**config.mk**
```make
export PLATFORM = sky130hd
export DESIGN_NAME = sync_fifo_flags
export DESIGN_NICKNAME = d
export VERILOG_FILES = /design/src/rtl/sync_fifo_flags.sv
export SDC_FILE = /design/constraint.sdc
export NUM_CORES = 1
export LEC_CHECK = 0
export ABC_AREA = 1
export BUFFER_PORTS_ARGS = -buffer_cell sky130_fd_sc_hd__buf_2
export CORE_MARGIN = 4
export CORE_UTILIZATION = 65
export CTS_BUF_LIST = sky130_fd_sc_hd__clkbuf_16
export DETAILED_ROUTE_END_ITERATION = 6
export GPL_ROUTABILITY_DRIVEN = 0
export PLACE_DENSITY = 0.84
export SYNTH_ARGS = -nofsm -noshare
export SYNTH_HDL_FRONTEND = slang
export SYNTH_SLANG_ARGS = --single-unit
```
**constraint.sdc**
```tcl
create_clock -name clk -period 5.5 [get_ports clk]
set_clock_uncertainty 0.1 [all_clocks]
set_input_delay 1.1 -clock clk [delete_from_list [all_inputs] [get_ports clk]]
set_output_delay 1.1 -clock clk [all_outputs]
set_load 0.01 [all_outputs]
```
**src/rtl/sync_fifo_flags.sv**
```systemverilog
// rtl/sync_fifo_flags.sv - single-clock FIFO with occupancy count, threshold flags and sticky error flags
// Define SYNC_FIFO_FWFT_EN for first-word-fall-through read data instead of the registered read.
module sync_fifo_flags #(
  parameter int DSIZE    = 8,
  parameter int ASIZE    = 4,
  parameter int AF_LEVEL = 12,
  parameter int AE_LEVEL = 2
) (
  input  logic               clk,
  input  logic               resetn,
  input  logic               wen,
  input  logic [DSIZE-1:0]   wdata,
  input  logic               ren,
  output logic [DSIZE-1:0]   rdata,
  output logic               rvalid,
  output logic               full,
  output logic               empty,
  output logic               almost_full,
  output logic               almost_empty,
  output logic [ASIZE:0]     count,
  output logic               overflow,
  output logic               underflow,
  input  logic               clr_err
);

  localparam int DEPTH = 1 << ASIZE;
  localparam logic [ASIZE:0] AF_L = (ASIZE+1)'(AF_LEVEL);
  localparam logic [ASIZE:0] AE_L = (ASIZE+1)'(AE_LEVEL);

  generate
    if (AF_LEVEL < 1 || AF_LEVEL > DEPTH) begin : g_bad_af
      $error("sync_fifo_flags: AF_LEVEL out of range 1..DEPTH");
    end
    if (AE_LEVEL < 0 || AE_LEVEL > DEPTH - 1) begin : g_bad_ae
      $error("sync_fifo_flags: AE_LEVEL out of range 0..DEPTH-1");
    end
  endgenerate

  logic [DSIZE-1:0] mem [DEPTH];
  logic [ASIZE:0]   wr_ptr;
  logic [ASIZE:0]   rd_ptr;
  logic             wr_acc;
  logic             rd_acc;

  // The extra pointer MSB separates full from empty so all DEPTH entries are usable.
  assign full         = (wr_ptr[ASIZE] != rd_ptr[ASIZE]) &&
                        (wr_ptr[ASIZE-1:0] == rd_ptr[ASIZE-1:0]);
  assign empty        = (wr_ptr == rd_ptr);
  assign almost_full  = (count >= AF_L);
  assign almost_empty = (count <= AE_L);

  assign wr_acc = wen & ~full;
  assign rd_acc = ren & ~empty;

  always_ff @(posedge clk) begin
    if (resetn && wr_acc) begin
      mem[wr_ptr[ASIZE-1:0]] <= wdata;
    end
  end

  always_ff @(posedge clk) begin
    if (!resetn) begin
      wr_ptr <= '0;
      rd_ptr <= '0;
    end else begin
      if (wr_acc) wr_ptr <= wr_ptr + 1'b1;
      if (rd_acc) rd_ptr <= rd_ptr + 1'b1;
    end
  end

  always_ff @(posedge clk) begin
    if (!resetn) begin
      count <= '0;
    end else begin
      case ({wr_acc, rd_acc})
        2'b10:   count <= count + 1'b1;
        2'b01:   count <= count - 1'b1;
        default: count <= count;
      endcase
    end
  end

  // A new error event outranks clr_err in the same cycle.
  always_ff @(posedge clk) begin
    if (!resetn) begin
      overflow  <= 1'b0;
      underflow <= 1'b0;
    end else begin
      overflow  <= (wen & full)  | (overflow  & ~clr_err);
      underflow <= (ren & empty) | (underflow & ~clr_err);
    end
  end

`ifdef SYNC_FIFO_FWFT_EN
  assign rdata  = mem[rd_ptr[ASIZE-1:0]];
  assign rvalid = ~empty;
`else
  logic [DSIZE-1:0] rdata_q;
  logic             rvalid_q;

  always_ff @(posedge clk) begin
    if (!resetn) begin
      rdata_q  <= '0;
      rvalid_q <= 1'b0;
    end else begin
      rvalid_q <= rd_acc;
      if (rd_acc) rdata_q <= mem[rd_ptr[ASIZE-1:0]];
    end
  end

  assign rdata  = rdata_q;
  assign rvalid = rvalid_q;
`endif

endmodule

```
==> reports/metrics.csv, run 1 <==
stage;metric;value;unit
grt;largest net degree at the start of global routing;69;
placement;IO buf count;32;
die;Die Area;12180;sq um
cells_and_area;Area Growth Syn to Fin;11.49;%
timing;worst-margin pin slew;1.037;ns
timing;RSZ-0062 raised after global routing;no;
setup_path;critical-path cell list;buf_4 -> inv_2 -> nand2_1 -> nand2_1 -> nor2_4 -> nand3_4 -> nand2_4 -> inv_2 -> ha_1 -> fa_1 -> nand2_1 -> nand2_1 -> a21oi_1 -> xor2_1 -> nand2_1 -> a21oi_1;
setup_path;CP arrival;3.66;ns
die;Boundary Pins;33;
synth;syn_area_per_cell;9.734;sq um
clocking;clock insertion delay at the later pin of the skew report;0.43;ns
setup_path;worst-case reg-to-reg path depth;16;
cells_and_area;Layout Utilization;73.92;%
synth;Synth cell types;25;
die;Initial Utilization;66.30;%
power;sequential share of power;46.0;%
clocking;Worst-path clk slew;0.07;ns
power;Lkg Pwr;3.237;nW
clocking;CTS sink count;154;
routing;final wirelength;15.68;mm
placement;hpwl dp;9.688;mm
cells_and_area;most frequent cells in the layout;156 x nand2_1, 128 x edfxtp_1, 101 x nor2_1, 93 x inv_1, 68 x nand3_1;
timing;fin. max-slew vios;0;
min_path;Worst Hold Path EP;overflow$_SDFF_PN0_;
setup_path;slowest CP cell;fa_1;
clocking;CTS Hold Bufs;0;
setup_path;Critical R2R Capture;count[4]$_SDFFE_PN0P_;
synth;instance count of the mapped netlist;700;
clocking;clock root buffer master;clkbuf_16;
clocking;CTS tree;yes;
setup_path;CP top delay family;simple AND/OR/NAND/NOR gates;
synth;synth warn;0;
synth;largest area contributor in the netlist;edfxtp_1;
min_path;worst min path class;register to register;
routing;Via density;5.742;
timing;Max Clk Rate;0.2934;GHz
cells_and_area;layout cells sized above 1;11.13;%
run;number of max-cap violations;0;
cells_and_area;ant diodes;0;
min_path;hold_sp;overflow$_SDFF_PN0_;
die;Placeable Area;10280;sq um
routing;Residual DRC;0;
synth;Yosys top cell area share;56.41;%
synth;Synth Register Bits;154;
setup_path;Reg2Reg Setup Slack;2.09;ns
synth;Post-Syn Area;6814;sq um
routing;vias;5013;
die;Rows;37;
setup_path;crit start category;register;
grt;GR Overflow Total;0;
die;Die W;110.4;microns
setup_path;r2r startpoint;rd_ptr[1]$_SDFFE_PN0P_;
power;final total power;0.002861;W
setup_path;crit path capture type;register;
timing;Max-slew headroom;30.88;%
routing;antenna-violating nets left;0;
routing;post-DR wirelength/cell;17.96;microns
clocking;post-CTS setup repair buffer count;0;
routing;first drt pass iteration count;7;
timing;Hold Fails Final Rpt;0;
clocking;TritonCTS buffer count;17;
timing;Final Cycle Share;61.98;%
power;Switch Pwr;0.0008072;W
synth;Syn Nets;723;
grt;vias in the first global route;4658;
power;Comb pwr share;14.0;%
setup_path;Worst EP required;5.75;ns
clocking;Max H-tree Level;4;
setup_path;Max FO, Critical Path;37;
power;PwrDens;376.6;nW/um^2
cells_and_area;most common cell after layout, fill and taps aside;nand2_1;
die;Die Height;110.4;microns
synth;register area share after synthesis;64.05;%
setup_path;critical path class;register to register;
grt;initial antenna violation count;0;
cells_and_area;filler instances;710;
power;internal power;0.002054;W
grt;first-pass GRT wire length;24.39;mm
timing;Final min period;3.409;ns
synth;synth top area cells;edfxtp_1 56%, nand2_1 8.6%, dfxtp_1 7.6%;
routing;drt first-iter violations;667;
timing;Finish-stage setup viols;0;
power;Peak VDD IR;0.3260;mV
timing;setup TNS;0;ns
setup_path;Critical Path Max Stage Delay;0.42;ns
setup_path;most used cell, CP;nand2_1;
clocking;maximum clock path buffer count;2;
cells_and_area;nets@finish;747;
setup_path;Buffers & Inverters on Critical Path;3;
power;switching part of the total;28.21;%
power;Clk pwr share;40.0;%
outcome;outcome;finished clean;
clocking;# resized after CTS;0;
grt;GRT Overall Usage;27.73;%
min_path;worst hold stages;2;
-- worst register-to-register path: cells and delay by family, from the launching register on --
kind                     cells  cell delay (ns)
AO/OA/AOI/OAI                2             0.29
buffers and inverters        3             0.82
AND/OR/NAND/NOR              8             0.95
flip-flops                   1             0.31
adder cells (fa/ha/maj)      2             0.70
XOR/XNOR                     1             0.17
-- power groups by stage --
stage | Clock (W) | Combinational, W | Sequential [W]
final | 0.00115 | 0.000401 | 0.00132
after global routing | 0.00120 | 0.000441 | 0.00132
after CTS | 0.00115 | 0.000394 | 0.00132
after detailed placement | 0 | 0.000386 | 0.00134
after global placement | 0 | 0.000371 | 0.00134
after floorplan | 0 | 0.000262 | 0.00135
-- registers in the layout, summed over array words and instances, names as in the netlist --
name	cells
rvalid	1
mem	128
overflow	1
wr_ptr	5
rdata	8
count	5
rd_ptr	5
underflow	1
-- per-layer routing --
metal	up-vias	global-route usage (%)	wire length, microns
li1	2312	-	-
met1	2303	36.70	6073
met2	340	45.41	7557
met3	58	7.105	1635
met4	0	8.707	410
met5	-	0	0
-- cell usage after synthesis --
master     count
buf_6          3
edfxtp_1     128
dfxtp_1       26
clkbuf_1      12
nor2_1       101
nand2_2        1
xor2_1         8
o21ai_1       27
nand2_4        1
fa_1           1
nand3b_2       1
nand2_1      156
ha_1           9
a21oi_1       20
nand3_1       68
nand3_4        1
nor2_2         2
xnor2_1        4
buf_1          3
a2111oi_0      1
o21ai_0       13
inv_2          9
inv_1         93
buf_2         11
nor2_4         1
-- worst max-delay path by stage --
stage	depth (start not counted)	slack, ns	end	from
floorplan	9	2.90	count[4]$_SDFFE_PN0P_	wen
global placement	16	2.31	count[4]$_SDFFE_PN0P_	rd_ptr[1]$_SDFFE_PN0P_
detailed placement	16	2.18	count[4]$_SDFFE_PN0P_	rd_ptr[1]$_SDFFE_PN0P_
CTS	8	2.13	full	rd_ptr[1]$_SDFFE_PN0P_
global route	16	1.87	count[4]$_SDFFE_PN0P_	rd_ptr[1]$_SDFFE_PN0P_
finish	16	2.09	count[4]$_SDFFE_PN0P_	rd_ptr[1]$_SDFFE_PN0P_
-- cell type report --
cell class	instances	area [sq um]	share of cell area, %
sequential	154	4365	57.46
multi-input combinational	415	1922	25.30
tap	136	170.2	2.240
timing repair buffer	34	175.2	2.306
clock buffer	17	425.4	5.599
inverter	102	382.9	5.040
clock inverter	15	156.4	2.059
-- logic make-up after synthesis --
group | after synthesis | synth area share, %
fa+ha+maj | 10 | 1.946
simple gates | 332 | 20.18
xor+xnor | 12 | 1.542
flops | 154 | 64.05
compound gates | 61 | 4.535
buf+inv | 131 | 7.749
-- metrics by stage --
stage,area [sq um],hold slack [ns],std cells,setup WS (ns)
after global placement,7015,0.3501,841,2.314
after global routing,7597,0.3919,873,1.867
final,7597,0.3675,873,2.091
after CTS,7597,0.3715,873,2.134
after floorplan,6814,0.3651,700,2.905
after detailed placement,7015,0.3634,841,2.183
(Power assumes the default switching activity.)
==> inputs of run 2 (changes only) <==
- ABC_AREA: 1 -> 0
- CORE_UTILIZATION: 65 -> 55
- PLACE_DENSITY: 0.84 -> 0.76
- clock period: 5.5 -> 3.1 ns (I/O delays scaled with it)
==> reports/metrics.csv, run 2 <==
stage;metric;value;unit;change
outcome;outcome;finished clean;;unchanged
timing;Finish-stage setup viols;0;;unchanged
timing;Hold Fails Final Rpt;0;;unchanged
timing;setup TNS;0;ns;unchanged
grt;first-pass GRT wire length;19.49;mm;was 24.39 mm
synth;Post-Syn Area;6382;sq um;was 6814 sq um
clocking;post-CTS setup repair buffer count;0;;unchanged
routing;antenna-violating nets left;0;;unchanged
synth;Synth Register Bits;154;;unchanged
synth;Syn Nets;417;;was 723
setup_path;Critical R2R Capture;count[4]$_SDFFE_PN0P_;;unchanged
setup_path;origin of the worst setup path;wr_ptr[0]$_SDFFE_PN0P_;;was rd_ptr[1]$_SDFFE_PN0P_
routing;Detail Route met2 WL;6.163;mm;was 7.557 mm
setup_path;crit start category;register;;unchanged
routing;Via density;5.997;;was 5.742
setup_path;slowest CP cell;dfxtp_2;;was fa_1
setup_path;crit path capture type;register;;unchanged
cells_and_area;fin cells;599;;was 873
setup_path;critical-path cell list;xnor2_2 -> nand4_2 -> o21ai_2 -> inv_4 -> ha_2 -> fa_1 -> a21o_1 -> a21oi_1 -> xor2_1 -> or3_1 -> a21boi_0;;was buf_4 -> inv_2 -> nand2_1 -> nand2_1 -> nor2_4 -> nand3_4 -> nand2_4 -> inv_2 -> ha_1 -> fa_1 -> nand2_1 -> nand2_1 -> a21oi_1 -> xor2_1 -> nand2_1 -> a21oi_1
routing;first drt pass iteration count;5;;was 7
cells_and_area;most common cell after layout, fill and taps aside;edfxtp_1;;was nand2_1
power;Peak VDD IR;0.3561;mV;was 0.3260 mV
power;PwrDens;663.0;nW/um^2;was 376.6 nW/um^2
cells_and_area;Area Growth Syn to Fin;14.70;%;was 11.49%
run;number of max-cap violations;0;;unchanged
routing;Highest Signal Layer;met4;;unchanged
synth;Most used DFF post-synth;edfxtp_1;;unchanged
setup_path;critical path class;register to register;;unchanged
grt;largest net degree at the start of global routing;61;;was 69
grt;initial antenna violation count;0;;unchanged
die;Die Height;115.7;microns;was 110.4 microns
cells_and_area;Layout Utilization;64.39;%;was 73.92%
setup_path;Critical Path Max Stage Delay;0.42;ns;about the same
clocking;TritonCTS buffer count;17;;unchanged
clocking;CTS sink count;154;;unchanged
timing;Max Clk Rate;0.3521;GHz;was 0.2934 GHz
clocking;clock root buffer master;clkbuf_16;;unchanged
routing;vias;3592;;was 5,013
timing;worst-margin pin slew;0.7046;ns;was 1.037 ns
synth;synth top area cells;edfxtp_1 60%, dfxtp_1 8.2%, mux4_2 6.0%;;was edfxtp_1 56%, nand2_1 8.6%, dfxtp_1 7.6%
synth;synth warn;0;;unchanged
placement;hpwl dp;7.821;mm;was 9.688 mm
setup_path;Worst EP required;3.34;ns;was 5.75 ns
synth;Yosys top cell area share;60.22;%;was 56.41%
clocking;CTS tree;yes;;unchanged
routing;drt first-iter violations;382;;was 667
power;Lkg Pwr;2.463;nW;was 3.237 nW
cells_and_area;nets@finish;467;;was 747
clocking;Worst-path clk slew;0.06;ns;was 0.07 ns
synth;count leader, synth;edfxtp_1;;was nand2_1
synth;largest area contributor in the netlist;edfxtp_1;;unchanged
synth;FFs w/ async S/R, synth;0;%;unchanged
cells_and_area;combined area of the multi-input logic cells;1863;sq um;was 1922 sq um
die;Initial Utilization;56.14;%;was 66.30%
cells_and_area;max reg flops;128;;unchanged
die;Die W;115.7;microns;was 110.4 microns
cells_and_area;filler instances;771;;was 710
setup_path;Max FO, Critical Path;20;;was 37
synth;register area share after synthesis;68.38;%;was 64.05%
grt;GRT Overall Usage;19.68;%;was 27.73%
min_path;worst min path class;primary input to register;;was register to register
routing;met1 wire length;5.383;mm;was 6.073 mm
cells_and_area;Seq. cell area;4369;sq um;was 4365 sq um
routing;post-DR wirelength/cell;20.85;microns;was 17.96 microns
die;Rows;39;;was 37
die;Placeable Area;11370;sq um;was 10,280 sq um
synth;synth cell count leaders;128 x edfxtp_1, 26 x dfxtp_1, 23 x nor2b_1;;was 156 x nand2_1, 128 x edfxtp_1, 101 x nor2_1
timing;fin. max-slew vios;0;;unchanged
die;Boundary Pins;33;;unchanged
cells_and_area;ant diodes;0;;unchanged
synth;Synth cell types;43;;was 25
setup_path;Reg2Reg Setup Slack;0.26;ns;was 2.09 ns
setup_path;r2r startpoint;wr_ptr[0]$_SDFFE_PN0P_;;was rd_ptr[1]$_SDFFE_PN0P_
synth;EDFF count, synth;128;;unchanged
clocking;clock insertion delay at the later pin of the skew report;0.41;ns;was 0.43 ns
synth;syn_area_per_cell;16.20;sq um;was 9.734 sq um
setup_path;worst-case reg-to-reg path depth;11;;was 16
setup_path;last element of the critical path;count[4]$_SDFFE_PN0P_;;unchanged
timing;Final Cycle Share;91.62;%;was 61.98%
clocking;Max H-tree Level;4;;unchanged
setup_path;CP arrival;3.08;ns;was 3.66 ns
routing;routed wl met3;746;microns;was 1.635 mm
placement;# placed instances;568;;was 841
placement;IO buf count;32;;unchanged
timing;Max-slew headroom;53.03;%;was 30.88%
timing;RSZ-0062 raised after global routing;no;;unchanged
routing;Residual DRC;0;;unchanged
grt;vias in the first global route;3569;;was 4,658
clocking;maximum clock path buffer count;2;;unchanged
grt;GR Overflow Total;0;;unchanged
cells_and_area;layout cells sized above 1;26.97;%;was 11.13%
clocking;CTS Hold Bufs;0;;unchanged
die;Die Area;13390;sq um;was 12,180 sq um
synth;instance count of the mapped netlist;394;;was 700
cells_and_area;most frequent cells in the layout;128 x edfxtp_1, 32 x buf_2, 25 x buf_4, 23 x nor2b_1, 22 x dfxtp_1;;was 156 x nand2_1, 128 x edfxtp_1, 101 x nor2_1, 93 x inv_1, 68 x nand3_1
timing;Final min period;2.840;ns;was 3.409 ns
routing;final wirelength;12.49;mm;was 15.68 mm
==> run 2: cell types whose count changed after synthesis, moves of 8 or more <==
cell / change
nor2b_1: +23
a31oi_1: +8
o21ai_1: -19
nor4_1: +8
a211oi_1: +16
nor2_1: -99
a21oi_1: -15
nand2_1: -136
inv_1: -90
nand3_1: -65
mux4_2: +17
nor3_1: +12
inv_2: -8
mux2_2: +8
==> run 2: critical path, delay by kind of cell, from the launching register on <==
family / cells / cell delay [ns]
buffers and inverters: 1 / 0.12
DFF: 1 / 0.42
AOI/OAI and AO/OA: 4 / 0.72
adders and majority gates: 2 / 0.63
and+or+nand+nor: 2 / 0.50
xor gates and xnor gates: 2 / 0.26
==> run 2: routing by layer <==
| metal | GRT usage [%] | up-vias |
|---|---|---|
| met5 | 0 | - |
| met4 | 6.497 | 0 |
| met3 | 3.551 | 12 |
| met2 | 31.67 | 123 |
| met1 | 27.61 | 1815 |
| li1 | - | 1642 |
==> run 2: repair_timing <==
item | 4_1_cts | 5_1_grt
gates resized for setup | 0 | 5
setup endpoints to repair | 0 | 1
hold endpoints to repair | 0 | 0
==> run 2: worst min path at each step <==
| stage | startpoint | endpoint | depth (start not counted) |
|---|---|---|---|
| 2_1_floorplan | wr_ptr[4]$_SDFFE_PN0P_ | wr_ptr[4]$_SDFFE_PN0P_ | 2 |
| 3_3_place_gp | wr_ptr[4]$_SDFFE_PN0P_ | wr_ptr[4]$_SDFFE_PN0P_ | 2 |
| 3_5_place_dp | count[4]$_SDFFE_PN0P_ | count[4]$_SDFFE_PN0P_ | 2 |
| 4_1_cts | ren | underflow$_SDFF_PN0_ | 3 |
| 5_1_grt | ren | underflow$_SDFF_PN0_ | 3 |
| 6_report | ren | underflow$_SDFF_PN0_ | 3 |
==> run 2: area by class of cell <==
type | count | area share [%]
sequential | 154 | 59.68
multi-input combinational | 210 | 25.45
clock buffer | 17 | 5.811
timing repair buffer | 57 | 4.751
tap | 143 | 2.444
clock inverter | 14 | 1.624
inverter | 4 | 0.2393
==> run 2: stage by stage <==
step	hold slack [ns]	cell area [sq um]	setup WS, ns	power (W)
CTS	0.4051	7306	0.05042	0.004868
global route	0.4361	7321	0.01268	0.005053
global placement	0.4069	6761	0.2114	0.002964
floorplan	0.3935	6382	0.2385	0.002789
detailed placement	0.4235	6761	0.1150	0.002985
finish	0.4130	7321	0.2596	0.004854
==> run 2: power breakdown <==
part	switching, W	leakage (nW)	total, W	internal [W]
sequential	0.0000549	1.37	0.00236	0.00231
combinational	0.000336	0.835	0.000591	0.000255
clock	0.000801	0.262	0.00190	0.00110
total	0.00119	2.46	0.00485	0.00366
==> run 2: logic make-up (layout without fill, tap and decap cells) <==
kind of cell / after synthesis / in the layout / synth area share (%)
AOI/OAI and AO/OA: 63 / 63 / 6.293
xor gates and xnor gates: 14 / 14 / 2.039
adders and majority gates: 10 / 10 / 2.078
buffers and inverters: 30 / 92 / 2.686
DFF: 154 / 154 / 68.38
muxes: 35 / 35 / 10.76
and+or+nand+nor: 88 / 88 / 7.763
==> inputs of run 3 (changes only) <==
- BUFFER_PORTS_ARGS: -buffer_cell sky130_fd_sc_hd__buf_2 -> -buffer_cell sky130_fd_sc_hd__buf_4
- GPL_ROUTABILITY_DRIVEN: 0 -> 1
==> reports/metrics.csv, run 3 (synthesis results as in run 2) <==
stage;metric;value;unit;change
setup_path;Max FO, Critical Path;20;;unchanged
clocking;Max H-tree Level;4;;unchanged
power;PwrDens;678.0;nW/um^2;was 663.0 nW/um^2
setup_path;Critical Path Max Stage Delay;0.41;ns;was 0.42 ns
routing;first drt pass iteration count;4;;was 5
grt;initial antenna violation count;0;;unchanged
timing;Max-slew headroom;52.91;%;was 53.03%
routing;antenna-violating nets left;0;;unchanged
placement;IO buf count;32;;unchanged
clocking;maximum clock path buffer count;2;;unchanged
grt;first-pass GRT wire length;20.15;mm;was 19.49 mm
timing;Hold Fails Final Rpt;0;;unchanged
setup_path;crit path capture type;register;;unchanged
cells_and_area;ant diodes;0;;unchanged
min_path;hold_sp;wen;;was ren
clocking;CTS tree;yes;;unchanged
grt;GR Overflow Total;0;;unchanged
cells_and_area;Seq. cell area;4369;sq um;unchanged
setup_path;critical path class;register to register;;unchanged
clocking;CTS Hold Bufs;0;;unchanged
cells_and_area;most common cell after layout, fill and taps aside;edfxtp_1;;unchanged
timing;RSZ-0062 raised after global routing;no;;unchanged
cells_and_area;fin cells;602;;was 599
setup_path;slowest CP cell;fa_1;;was dfxtp_2
cells_and_area;nets@finish;469;;was 467
cells_and_area;layout cells sized above 1;28.10;%;was 26.97%
placement;# placed instances;567;;was 568
cells_and_area;max reg flops;128;;unchanged
min_path;worst hold stages;3;;unchanged
timing;worst-margin pin slew;0.7064;ns;was 0.7046 ns
routing;final wirelength;13.00;mm;was 12.49 mm
clocking;clock insertion delay at the later pin of the skew report;0.42;ns;was 0.41 ns
clocking;clock root buffer master;clkbuf_16;;unchanged
setup_path;Buffers & Inverters on Critical Path;1;;unchanged
die;Die Area;13390;sq um;unchanged
setup_path;critical-path cell list;xnor2_2 -> nand4_2 -> o21ai_2 -> inv_2 -> ha_2 -> fa_1 -> a21o_1 -> a21oi_1 -> xor2_1 -> or3_1 -> a21boi_0;;was xnor2_2 -> nand4_2 -> o21ai_2 -> inv_4 -> ha_2 -> fa_1 -> a21o_1 -> a21oi_1 -> xor2_1 -> or3_1 -> a21boi_0
cells_and_area;filler instances;769;;was 771
cells_and_area;combined area of the multi-input logic cells;1878;sq um;was 1863 sq um
run;number of max-cap violations;0;;unchanged
setup_path;CP top delay family;compound AO/OA/AOI/OAI gates;;unchanged
power;Peak VDD IR;0.3920;mV;was 0.3561 mV
die;Placeable Area;11370;sq um;unchanged
power;Lkg Pwr;2.515;nW;was 2.463 nW
clocking;Worst-path clk slew;0.06;ns;about the same
setup_path;Reg2Reg Setup Slack;0.29;ns;was 0.26 ns
timing;Finish-stage setup viols;0;;unchanged
die;Boundary Pins;33;;unchanged
placement;hpwl dp;7.773;mm;was 7.821 mm
die;Die Height;115.7;microns;unchanged
timing;fin. max-slew vios;0;;unchanged
grt;GRT Overall Usage;21.00;%;was 19.68%
setup_path;Worst EP required;3.35;ns;was 3.34 ns
grt;vias in the first global route;3516;;was 3,569
grt;largest net degree at the start of global routing;61;;unchanged
setup_path;worst-case reg-to-reg path depth;11;;unchanged
routing;Via density;5.980;;was 5.997
placement;gp weighted congestion;0.7742;;
routing;drt first-iter violations;427;;was 382
timing;setup TNS;0;ns;unchanged
clocking;TritonCTS buffer count;17;;unchanged
outcome;outcome;finished clean;;unchanged
min_path;Worst Hold Path EP;overflow$_SDFF_PN0_;;was underflow$_SDFF_PN0_
cells_and_area;Area Growth Syn to Fin;17.09;%;was 14.70%
clocking;CTS sink count;154;;unchanged
setup_path;Critical R2R Capture;count[4]$_SDFFE_PN0P_;;unchanged
cells_and_area;most frequent cells in the layout;128 x edfxtp_1, 59 x buf_4, 23 x nor2b_1, 22 x dfxtp_1, 20 x nand2_1;;was 128 x edfxtp_1, 32 x buf_2, 25 x buf_4, 23 x nor2b_1, 22 x dfxtp_1
min_path;worst min path class;primary input to register;;unchanged
routing;post-DR wirelength/cell;21.59;microns;was 20.85 microns
die;Initial Utilization;56.14;%;unchanged
die;Die W;115.7;microns;unchanged
timing;Final min period;2.809;ns;was 2.840 ns
routing;Residual DRC;0;;unchanged
setup_path;r2r startpoint;wr_ptr[0]$_SDFFE_PN0P_;;unchanged
routing;vias;3600;;was 3,592
setup_path;CP arrival;3.06;ns;was 3.08 ns
setup_path;crit start category;register;;unchanged
die;Rows;39;;unchanged
timing;Final Cycle Share;90.61;%;was 91.62%
setup_path;Worst path depth;11;;unchanged
timing;Max Clk Rate;0.3560;GHz;was 0.3521 GHz
cells_and_area;Layout Utilization;65.73;%;was 64.39%
==> run 3: cell types whose count changed in the layout (fill, tap and decap cells not counted) <==
cell and delta:
xnor2_2 +2, clkinvlp_4 -1, clkinv_2 -1, inv_4 -1, clkinv_1 -1, buf_2 -32
clkinv_4 +3, bufinv_16 +1, xnor2_1 -2, inv_2 +1, inv_6 -2, inv_8 +2
buf_4 +34
==> run 3: stage by stage <==
stage          worst slack [ns]  hold WS (ns)  total power [W]  cell area [sq um]
6_report                 0.2910        0.3767         0.005067               7473
2_1_floorplan            0.2385        0.3935         0.002789               6382
4_1_cts                 0.07692        0.3653         0.005058               7423
3_3_place_gp             0.2208        0.4085         0.003004               6834
5_1_grt                 0.03383        0.4162         0.005255               7473
3_5_place_dp            0.09470        0.4264         0.003024               6834
==> run 3: worst register-to-register path: stages, from the launching register on <==
cell      delay, ns
dfxtp_2        0.40
xnor2_2        0.14
nand4_2        0.17
o21ai_2        0.20
inv_2          0.16
ha_2           0.26
fa_1           0.42
a21o_1         0.17
a21oi_1        0.16
xor2_1         0.09
or3_1          0.30
a21boi_0       0.16
==> run 3: where the power goes <==
part | switching [W] | internal (W) | total [W]
combinational | 0.000344 | 0.000312 | 0.000656
sequential | 0.0000546 | 0.00231 | 0.00236
clock | 0.000851 | 0.00120 | 0.00205
total | 0.00125 | 0.00382 | 0.00507
==> run 3: layer usage <==
metal  GRT usage, %  vias to the layer above  wire (microns)
met5              0                        -               0
met4          5.800                        0             157
met3          5.901                       12             860
met2          32.75                      123            6443
met1          29.55                     1819            5533
li1               -                     1646               -
==> run 3: worst max-delay path by stage <==
| stage | start | end | slack, ns |
|---|---|---|---|
| 2_1_floorplan | wr_ptr[2]$_SDFFE_PN0P_ | count[4]$_SDFFE_PN0P_ | 0.24 |
| 3_3_place_gp | wr_ptr[0]$_SDFFE_PN0P_ | count[4]$_SDFFE_PN0P_ | 0.22 |
| 3_5_place_dp | wr_ptr[0]$_SDFFE_PN0P_ | count[4]$_SDFFE_PN0P_ | 0.09 |
| 4_1_cts | wr_ptr[0]$_SDFFE_PN0P_ | count[4]$_SDFFE_PN0P_ | 0.08 |
| 5_1_grt | wr_ptr[0]$_SDFFE_PN0P_ | count[4]$_SDFFE_PN0P_ | 0.03 |
| 6_report | wr_ptr[0]$_SDFFE_PN0P_ | count[4]$_SDFFE_PN0P_ | 0.29 |
==> run 3: what timing repair did <==
action                     4_1_cts  5_1_grt
setup buffers                    0        3
setup endpoints to repair        0        1
gates resized for setup          0        6
==> run 3: layout make-up <==
class / count / area share, %
multi-input cells: 210 / 25.13
well taps: 143 / 2.394
repair buffers: 59 / 5.927
inverters: 4 / 0.2009
clock inverters: 15 / 2.193
clock buffers: 17 / 5.692
flip-flops and latches: 154 / 58.46
